[config.mk]
export PLATFORM = sky130hd
export DESIGN_NAME = rtlinf_act_reader
export DESIGN_NICKNAME = d
export VERILOG_FILES = /design/src/rtl/rtlinf_act_reader.sv
export SDC_FILE = /design/constraint.sdc
export NUM_CORES = 1
export LEC_CHECK = 0
export ABC_AREA = 1
export CAP_MARGIN = 15
export CELL_PAD_IN_SITES_DETAIL_PLACEMENT = 1
export CELL_PAD_IN_SITES_GLOBAL_PLACEMENT = 2
export CORE_MARGIN = 1
export CORE_UTILIZATION = 38
export DETAILED_ROUTE_END_ITERATION = 12
export PLACE_DENSITY_LB_ADDON = 0.2
export SLEW_MARGIN = 20
export SYNTH_ARGS = -nofsm -noshare
export SYNTH_HDL_FRONTEND = slang
export SYNTH_SLANG_ARGS = --single-unit
[constraint.sdc]
create_clock -name i_clk -period 7.78 [get_ports i_clk]
set_input_delay 0.778 -clock i_clk [delete_from_list [all_inputs] [get_ports i_clk]]
set_output_delay 0.778 -clock i_clk [all_outputs]
set_load 0.005 [all_outputs]
[src/rtl/rtlinf_act_reader.sv]
// rtlinf_act_reader: takes ownership of one activation memory through the
// local external port (index NUM_KERNELS), issues a burst of act_read
// requests under a credit limit and streams the returned words out on a
// valid/ready interface with a last marker.
// Optional build macro: RTLINF_ACT_READER_ABORT_EN adds an i_abort input
// that stops a running burst, flushes the buffer and releases the memory.
module rtlinf_act_reader #(
  parameter int GROUP_SIZE           = 4,
  parameter int DATA_WIDTH           = 8,
  parameter int NUM_KERNELS          = 4,
  parameter int LOG_NUM_KERNELS      = 2,
  parameter int LOG_NUM_ACT_MEMORIES = 1,
  parameter int LOG_MAX_ADDRESS      = 10,
  parameter int FIFO_DEPTH           = 4,
  parameter int LOG_FIFO_DEPTH       = 2
) (
  input  logic                                 i_clk,
  input  logic                                 i_rst_n,
`ifdef RTLINF_ACT_READER_ABORT_EN
  input  logic                                 i_abort,
`endif
  input  logic                                 i_start,
  input  logic [LOG_NUM_ACT_MEMORIES-1:0]      i_start_memory,
  input  logic [LOG_MAX_ADDRESS-1:0]           i_start_addr,
  input  logic [LOG_MAX_ADDRESS:0]             i_num_words,
  output logic                                 o_busy,
  output logic                                 o_done,
  output logic                                 o_cmd_act_assign,
  output logic                                 o_cmd_act_unassign,
  output logic [LOG_NUM_KERNELS:0]             o_cmd_act_read_port,
  output logic [LOG_NUM_KERNELS:0]             o_cmd_act_write_port,
  output logic [LOG_NUM_ACT_MEMORIES-1:0]      o_cmd_act_memory,
  output logic                                 o_act_read,
  output logic [LOG_MAX_ADDRESS-1:0]           o_act_read_addr,
  input  logic [GROUP_SIZE*DATA_WIDTH-1:0]     i_act_read_data,
  input  logic                                 i_act_read_valid,
  output logic [GROUP_SIZE*DATA_WIDTH-1:0]     o_out_data,
  output logic                                 o_out_valid,
  input  logic                                 i_out_ready,
  output logic                                 o_out_last,
  output logic                                 o_err
);

  localparam int AW = LOG_MAX_ADDRESS;
  localparam int CW = LOG_MAX_ADDRESS + 1;
  localparam int WW = GROUP_SIZE * DATA_WIDTH;
  localparam int FW = LOG_FIFO_DEPTH;
  localparam int PW = LOG_NUM_KERNELS + 1;

  typedef enum logic [2:0] {
    S_IDLE, S_ASSIGN, S_SETTLE, S_READ, S_DRAIN, S_UNASSIGN, S_DONE
  } state_t;

  state_t                          r_state, w_state_next;
  logic [LOG_NUM_ACT_MEMORIES-1:0] r_mem;
  logic [AW-1:0]                   r_addr;
  logic [CW-1:0]                   r_remaining, r_num_words, r_returned;
  logic [FW:0]                     r_outstanding, r_count;
  logic [FW-1:0]                   r_wr_ptr, r_rd_ptr;
  logic                            r_aborting, r_err;
  logic [WW-1:0]                   r_fifo_data [FIFO_DEPTH];
  logic                            r_fifo_last [FIFO_DEPTH];

  logic w_abort, w_credit, w_issue, w_ret, w_push, w_pop, w_push_last;
  logic w_out_valid, w_cmd;

`ifdef RTLINF_ACT_READER_ABORT_EN
  assign w_abort = i_abort && ((r_state == S_READ) || (r_state == S_DRAIN));
`else
  assign w_abort = 1'b0;
`endif

  // Credit covers both in-flight reads and buffered words, so every return has a slot.
  assign w_credit    = ({1'b0, r_outstanding} + {1'b0, r_count}) < (FW+2)'(FIFO_DEPTH);
  assign w_issue     = (r_state == S_READ) && (r_remaining != '0) && w_credit
                       && !r_aborting && !w_abort;
  assign w_ret       = i_act_read_valid && (r_outstanding != '0);
  assign w_push      = w_ret && !r_aborting && !w_abort;
  assign w_out_valid = (r_count != '0);
  assign w_pop       = w_out_valid && i_out_ready && !w_abort;
  assign w_push_last = (r_returned == (r_num_words - CW'(1)));
  assign w_cmd       = o_cmd_act_assign || o_cmd_act_unassign;

  assign o_busy               = (r_state != S_IDLE);
  assign o_done               = (r_state == S_DONE);
  assign o_cmd_act_assign     = (r_state == S_ASSIGN);
  assign o_cmd_act_unassign   = (r_state == S_UNASSIGN);
  assign o_cmd_act_read_port  = w_cmd ? PW'(NUM_KERNELS) : '0;
  assign o_cmd_act_write_port = w_cmd ? PW'(NUM_KERNELS) : '0;
  assign o_cmd_act_memory     = w_cmd ? r_mem : '0;
  assign o_act_read           = w_issue;
  assign o_act_read_addr      = w_issue ? r_addr : '0;
  assign o_out_valid          = w_out_valid;
  assign o_out_data           = w_out_valid ? r_fifo_data[r_rd_ptr] : '0;
  assign o_out_last           = w_out_valid && r_fifo_last[r_rd_ptr];
  assign o_err                = r_err;

  // State register.
  always_ff @(posedge i_clk or negedge i_rst_n) begin
    if (!i_rst_n) r_state <= S_IDLE;
    else          r_state <= w_state_next;
  end

  // Next-state decode; start is only looked at in IDLE.
  always_comb begin
    w_state_next = r_state;
    case (r_state)
      S_IDLE:     if (i_start) w_state_next = S_ASSIGN;
      S_ASSIGN:   w_state_next = S_SETTLE;
      S_SETTLE:   w_state_next = (r_remaining == '0) ? S_UNASSIGN : S_READ;
      S_READ:     if (w_abort || (w_issue && (r_remaining == CW'(1))))
                    w_state_next = S_DRAIN;
      S_DRAIN:    if (!w_abort && (r_outstanding == '0) && (r_count == '0))
                    w_state_next = S_UNASSIGN;
      S_UNASSIGN: w_state_next = S_DONE;
      S_DONE:     w_state_next = S_IDLE;
      default:    w_state_next = S_IDLE;
    endcase
  end

  // Burst bookkeeping: latched request, address/count progress, in-flight reads, error flag.
  always_ff @(posedge i_clk or negedge i_rst_n) begin
    if (!i_rst_n) begin
      r_mem         <= '0;
      r_addr        <= '0;
      r_remaining   <= '0;
      r_num_words   <= '0;
      r_returned    <= '0;
      r_outstanding <= '0;
      r_aborting    <= 1'b0;
      r_err         <= 1'b0;
    end else begin
      if ((r_state == S_IDLE) && i_start) begin
        r_mem       <= i_start_memory;
        r_addr      <= i_start_addr;
        r_remaining <= i_num_words;
        r_num_words <= i_num_words;
        r_returned  <= '0;
        r_aborting  <= 1'b0;
      end else begin
        if (w_issue) begin
          r_addr      <= r_addr + AW'(1);
          r_remaining <= r_remaining - CW'(1);
        end
        if (w_push)  r_returned <= r_returned + CW'(1);
        if (w_abort) r_aborting <= 1'b1;
      end
      case ({w_issue, w_ret})
        2'b10:   r_outstanding <= r_outstanding + (FW+1)'(1);
        2'b01:   r_outstanding <= r_outstanding - (FW+1)'(1);
        default: r_outstanding <= r_outstanding;
      endcase
      if (i_act_read_valid && (r_outstanding == '0)) r_err <= 1'b1;
    end
  end

  // Output buffer pointers and occupancy; an abort empties it in one step.
  always_ff @(posedge i_clk or negedge i_rst_n) begin
    if (!i_rst_n) begin
      r_wr_ptr <= '0;
      r_rd_ptr <= '0;
      r_count  <= '0;
    end else if (w_abort) begin
      r_rd_ptr <= r_wr_ptr;
      r_count  <= '0;
    end else begin
      if (w_push) r_wr_ptr <= r_wr_ptr + FW'(1);
      if (w_pop)  r_rd_ptr <= r_rd_ptr + FW'(1);
      case ({w_push, w_pop})
        2'b10:   r_count <= r_count + (FW+1)'(1);
        2'b01:   r_count <= r_count - (FW+1)'(1);
        default: r_count <= r_count;
      endcase
    end
  end

  // Buffer storage with the per-entry last marker; contents need no reset.
  always_ff @(posedge i_clk) begin
    if (w_push) begin
      r_fifo_data[r_wr_ptr] <= i_act_read_data;
      r_fifo_last[r_wr_ptr] <= w_push_last;
    end
  end

endmodule

==> flow_metrics.py <==
metrics = {
    "run_status": {
        "outcome": "finished, final reports clean",
    },
    "synth": {
        "synth_top_family_by_area": "simple AND/OR/NAND/NOR gates",
        "ys.flop_type": "edfxtp_1",
        "synth.avg_cell_area_sq_um": 9.614,
        "synth_fa_ha_area_share_pct": 2.250,
        "netlist_area_sq_um": 9009,
        "synth-simple-area-share_pct": 19.72,
        "yosys-mux-area-fraction_pct": 0,
        "yosys.cell_types.count": 41,
        "syn_inst": 937,
        "synth-compound-area-share_pct": 10.33,
        "synth_seq_area_share_pct": 60.11,
        "yosysWarnings": 0,
        "synth-xor-area-share_pct": 1.264,
        "synth_edf_count": 132,
        "yosys_register_bits": 190,
        "async_flop_share_pct": 30.53,
    },
    "floorplanning": {
        "die_h_microns": 156.0,
        "start_util_pct": 39.31,
        "num_rows": 55,
        "die_w_microns": 156.0,
        "die_area_sq_um": 24330,
        "core_area_sq_um": 22920,
        "ioPinCount": 116,
    },
    "global_route": {
        "grt_max_degree": 68,
        "antenna_found_initial": 0,
        "grt_use_total_pct": 19.23,
        "grt_pass1_wl_microns": 36070,
        "grt_pass1_vias": 6887,
        "grt_overflow": 0,
    },
    "placement": {
        "dp_cells": 1327,
        "dp_slack_ns": 4.579,
        "placed_area_sq_um": 10350,
        "io_buffers": 111,
        "gp_congestion": 0.7798,
        "hpwl_microns": 14500,
    },
    "finish": {
        "fin_cells": 1362,
        "nFillCells": 2578,
        "area_growth_pct": 22.26,
        "utilization_pct": 48.06,
        "diodes": 0,
        "layout-drive-gt1-share_pct": 8.008,
        "fin_area_sq_um": 11010,
        "fin_nets": 1110,
    },
    "timing": {
        "finalSetupViolations": 0,
        "worst_slew_pin_slew_ns": 1.065,
        "finalHoldViolations": 0,
        "skew_ns": 0.01231,
        "maxSlewViolCount": 0,
        "post-route-period-util_pct": 45.42,
        "setup_ws_ns": 4.246,
        "min_period_ns": 3.534,
        "fmax_mhz": 283.0,
        "rsz0062_at_grt": "false",
        "timing.setup.tns_ns": 0,
        "relSlewSlack_pct": 28.85,
        "hold_slack_ns": 0.4918,
    },
    "setup_path": {
        "cp_num_buf_inv": 3,
        "criticalPathCategory": "flip-flop to output port",
        "critPathMaxStageDelay_ns": 0.55,
        "end_kind": "output port",
        "ff2ff_path_depth": 12,
        "cp_top_family": "buffers and inverters",
        "cp.arrival_ns": 2.76,
        "crit_slowest_cell": "clkdlybuf4s50_1",
        "start_kind": "flip-flop",
        "worstPathMaxFanout": 54,
        "crit_cells": 5,
        "cp.required_ns": 7.00,
        "crit_chain": "inv_1, buf_4, o21ai_0, a21oi_1, clkdlybuf4s50_1",
    },
    "hold_path": {
        "min_path_cells": 1,
        "hold_class": "flip-flop to flip-flop",
    },
    "pwr": {
        "leakage_nw": 4.334,
        "peakVddDrop_mv": 0.1811,
        "power.density_nw_per_um2": 389.5,
        "finalPower_mw": 4.290,
    },
    "route": {
        "routed_wl_microns": 21970,
        "ant_nets": 0,
        "wl_per_cell_microns": 16.13,
        "viasPerCell": 4.869,
        "num_vias": 6631,
        "dr.pass1.iters": 4,
        "drc": 0,
        "drt_iter0_drc": 275,
    },
    "run": {
        "cap_violations": 0,
    },
    "clock_tree": {
        "cts_resized": 0,
        "numCtsBuffers": 17,
        "cts.clk_slew.worst_paths_ns": 0.07,
        "ctsLongestPathBuffers": 2,
        "cts_root_buf": "clkbuf_16",
        "hold_buffers": 0,
        "cts_setup_buffers": 0,
        "clock_latency_ns": 0.43,
        "htree_levels": 4,
        "clock-sinks": 190,
        "cts_tree": "yes",
    },
}
==> cells in the mapped netlist (12+ instances only) <==
| cell type | count | share of area (%) |
|---|---|---|
| nor2_1 | 189 | 7.9 |
| nand2_1 | 147 | 6.1 |
| edfxtp_1 | 132 | 44 |
| o21ai_0 | 98 | 5.4 |
| inv_1 | 79 | 3.3 |
| dfrtp_1 | 58 | 16 |
| nand3_1 | 43 | 2.4 |
| a21oi_1 | 40 | 2.2 |
| buf_2 | 16 | 0.89 |
| o21ai_2 | 16 | 1.6 |
| ha_1 | 13 | 1.8 |
| nand4_1 | 13 | 0.90 |
| clkbuf_1 | 12 | 0.50 |
==> layout make-up <==
cell class / instances / area [sq um] / area share [%]
flip-flops and latches: 190 / 5416 / 49.18
repair buffers: 120 / 1234 / 11.20
clock inverters: 14 / 155.1 / 1.409
well taps: 313 / 391.6 / 3.556
inverters: 85 / 319.1 / 2.897
multi-input cells: 622 / 3069 / 27.87
clock buffers: 18 / 429.2 / 3.896
==> worst reg2reg max path: cells and delay by family (launching register included) <==
kind,cells,cell delay [ns]
buf+inv,2,0.23
simple gates,4,0.63
fa+ha+maj,3,0.83
flops,1,0.40
xor+xnor,1,0.16
compound gates,2,0.26
==> cells by family (layout without fill, tap and decap cells) <==
logic type	Yosys count	in the layout
buffers and inverters	128	237
adders and majority gates	15	15
other	1	4
xor gates and xnor gates	13	13
and+or+nand+nor	421	421
DFF	190	190
AOI/OAI and AO/OA	169	169
==> cell usage in the layout (no fill, tap or decap), drive strengths merged <==
cell type	instances
nor2	198
clkbuf	18
clkdlybuf4s50	110
nand4	13
a31oi	2
buf	10
a21boi	1
dfrtp	58
clkinv	5
o31ai	1
nor3	11
ha	13
nand3b	2
edfxtp	132
o21bai	3
xor2	10
xnor2	3
o21a	1
nand3	45
nand2	150
o211ai	1
or2	2
a21oi	40
inv	94
conb	4
o21ai	120
fa	2
==> sequential cells by signal, summed over array words and instances, names as in the netlist, 2 cells and up <==
signal,cells
r_outstanding,3
r_remaining,11
r_num_words,11
r_returned,11
r_addr,10
r_wr_ptr,2
r_fifo_data,128
r_state,3
r_rd_ptr,2
r_fifo_last,4
r_count,3
==> routing by layer <==
| layer | GRT usage [%] | wire [microns] | vias up |
|---|---|---|---|
| met2 | 32.72 | 10720 | 117 |
| met5 | 0 | 0 | - |
| met4 | 4.482 | 161 | 0 |
| met3 | 3.556 | 765 | 14 |
| li1 | - | - | 3309 |
| met1 | 25.37 | 10320 | 3191 |
==> worst paths after layout <==
path / start / end / slack (ns)
worst max-delay path: r_rd_ptr[0]$_DFFE_PN0P_ / o_out_data[21] / 4.25
min in group asynchronous: i_rst_n / r_addr[2]$_DFFE_PN0P_ / 0.51
worst min-delay path: o_err$_DFFE_PN0P_ / o_err$_DFFE_PN0P_ / 0.49
worst min register to register: o_err$_DFFE_PN0P_ / o_err$_DFFE_PN0P_ / 0.49
worst max register to register: r_remaining[0]$_DFFE_PN0P_ / r_outstanding[2]$_DFFE_PN0P_ / 5.17
max in group asynchronous: i_rst_n / r_rd_ptr[0]$_DFFE_PN0P_ / 6.66
==> where the power goes <==
group          leakage (nW)  switching, mW  internal (mW)  total (mW)
combinational          2.11           1.12          0.785        1.91
clock                 0.289          0.430          0.435       0.864
sequential             1.94          0.155           1.36        1.52
total                  4.33           1.71           2.58        4.29
(Power assumes the default switching activity.)
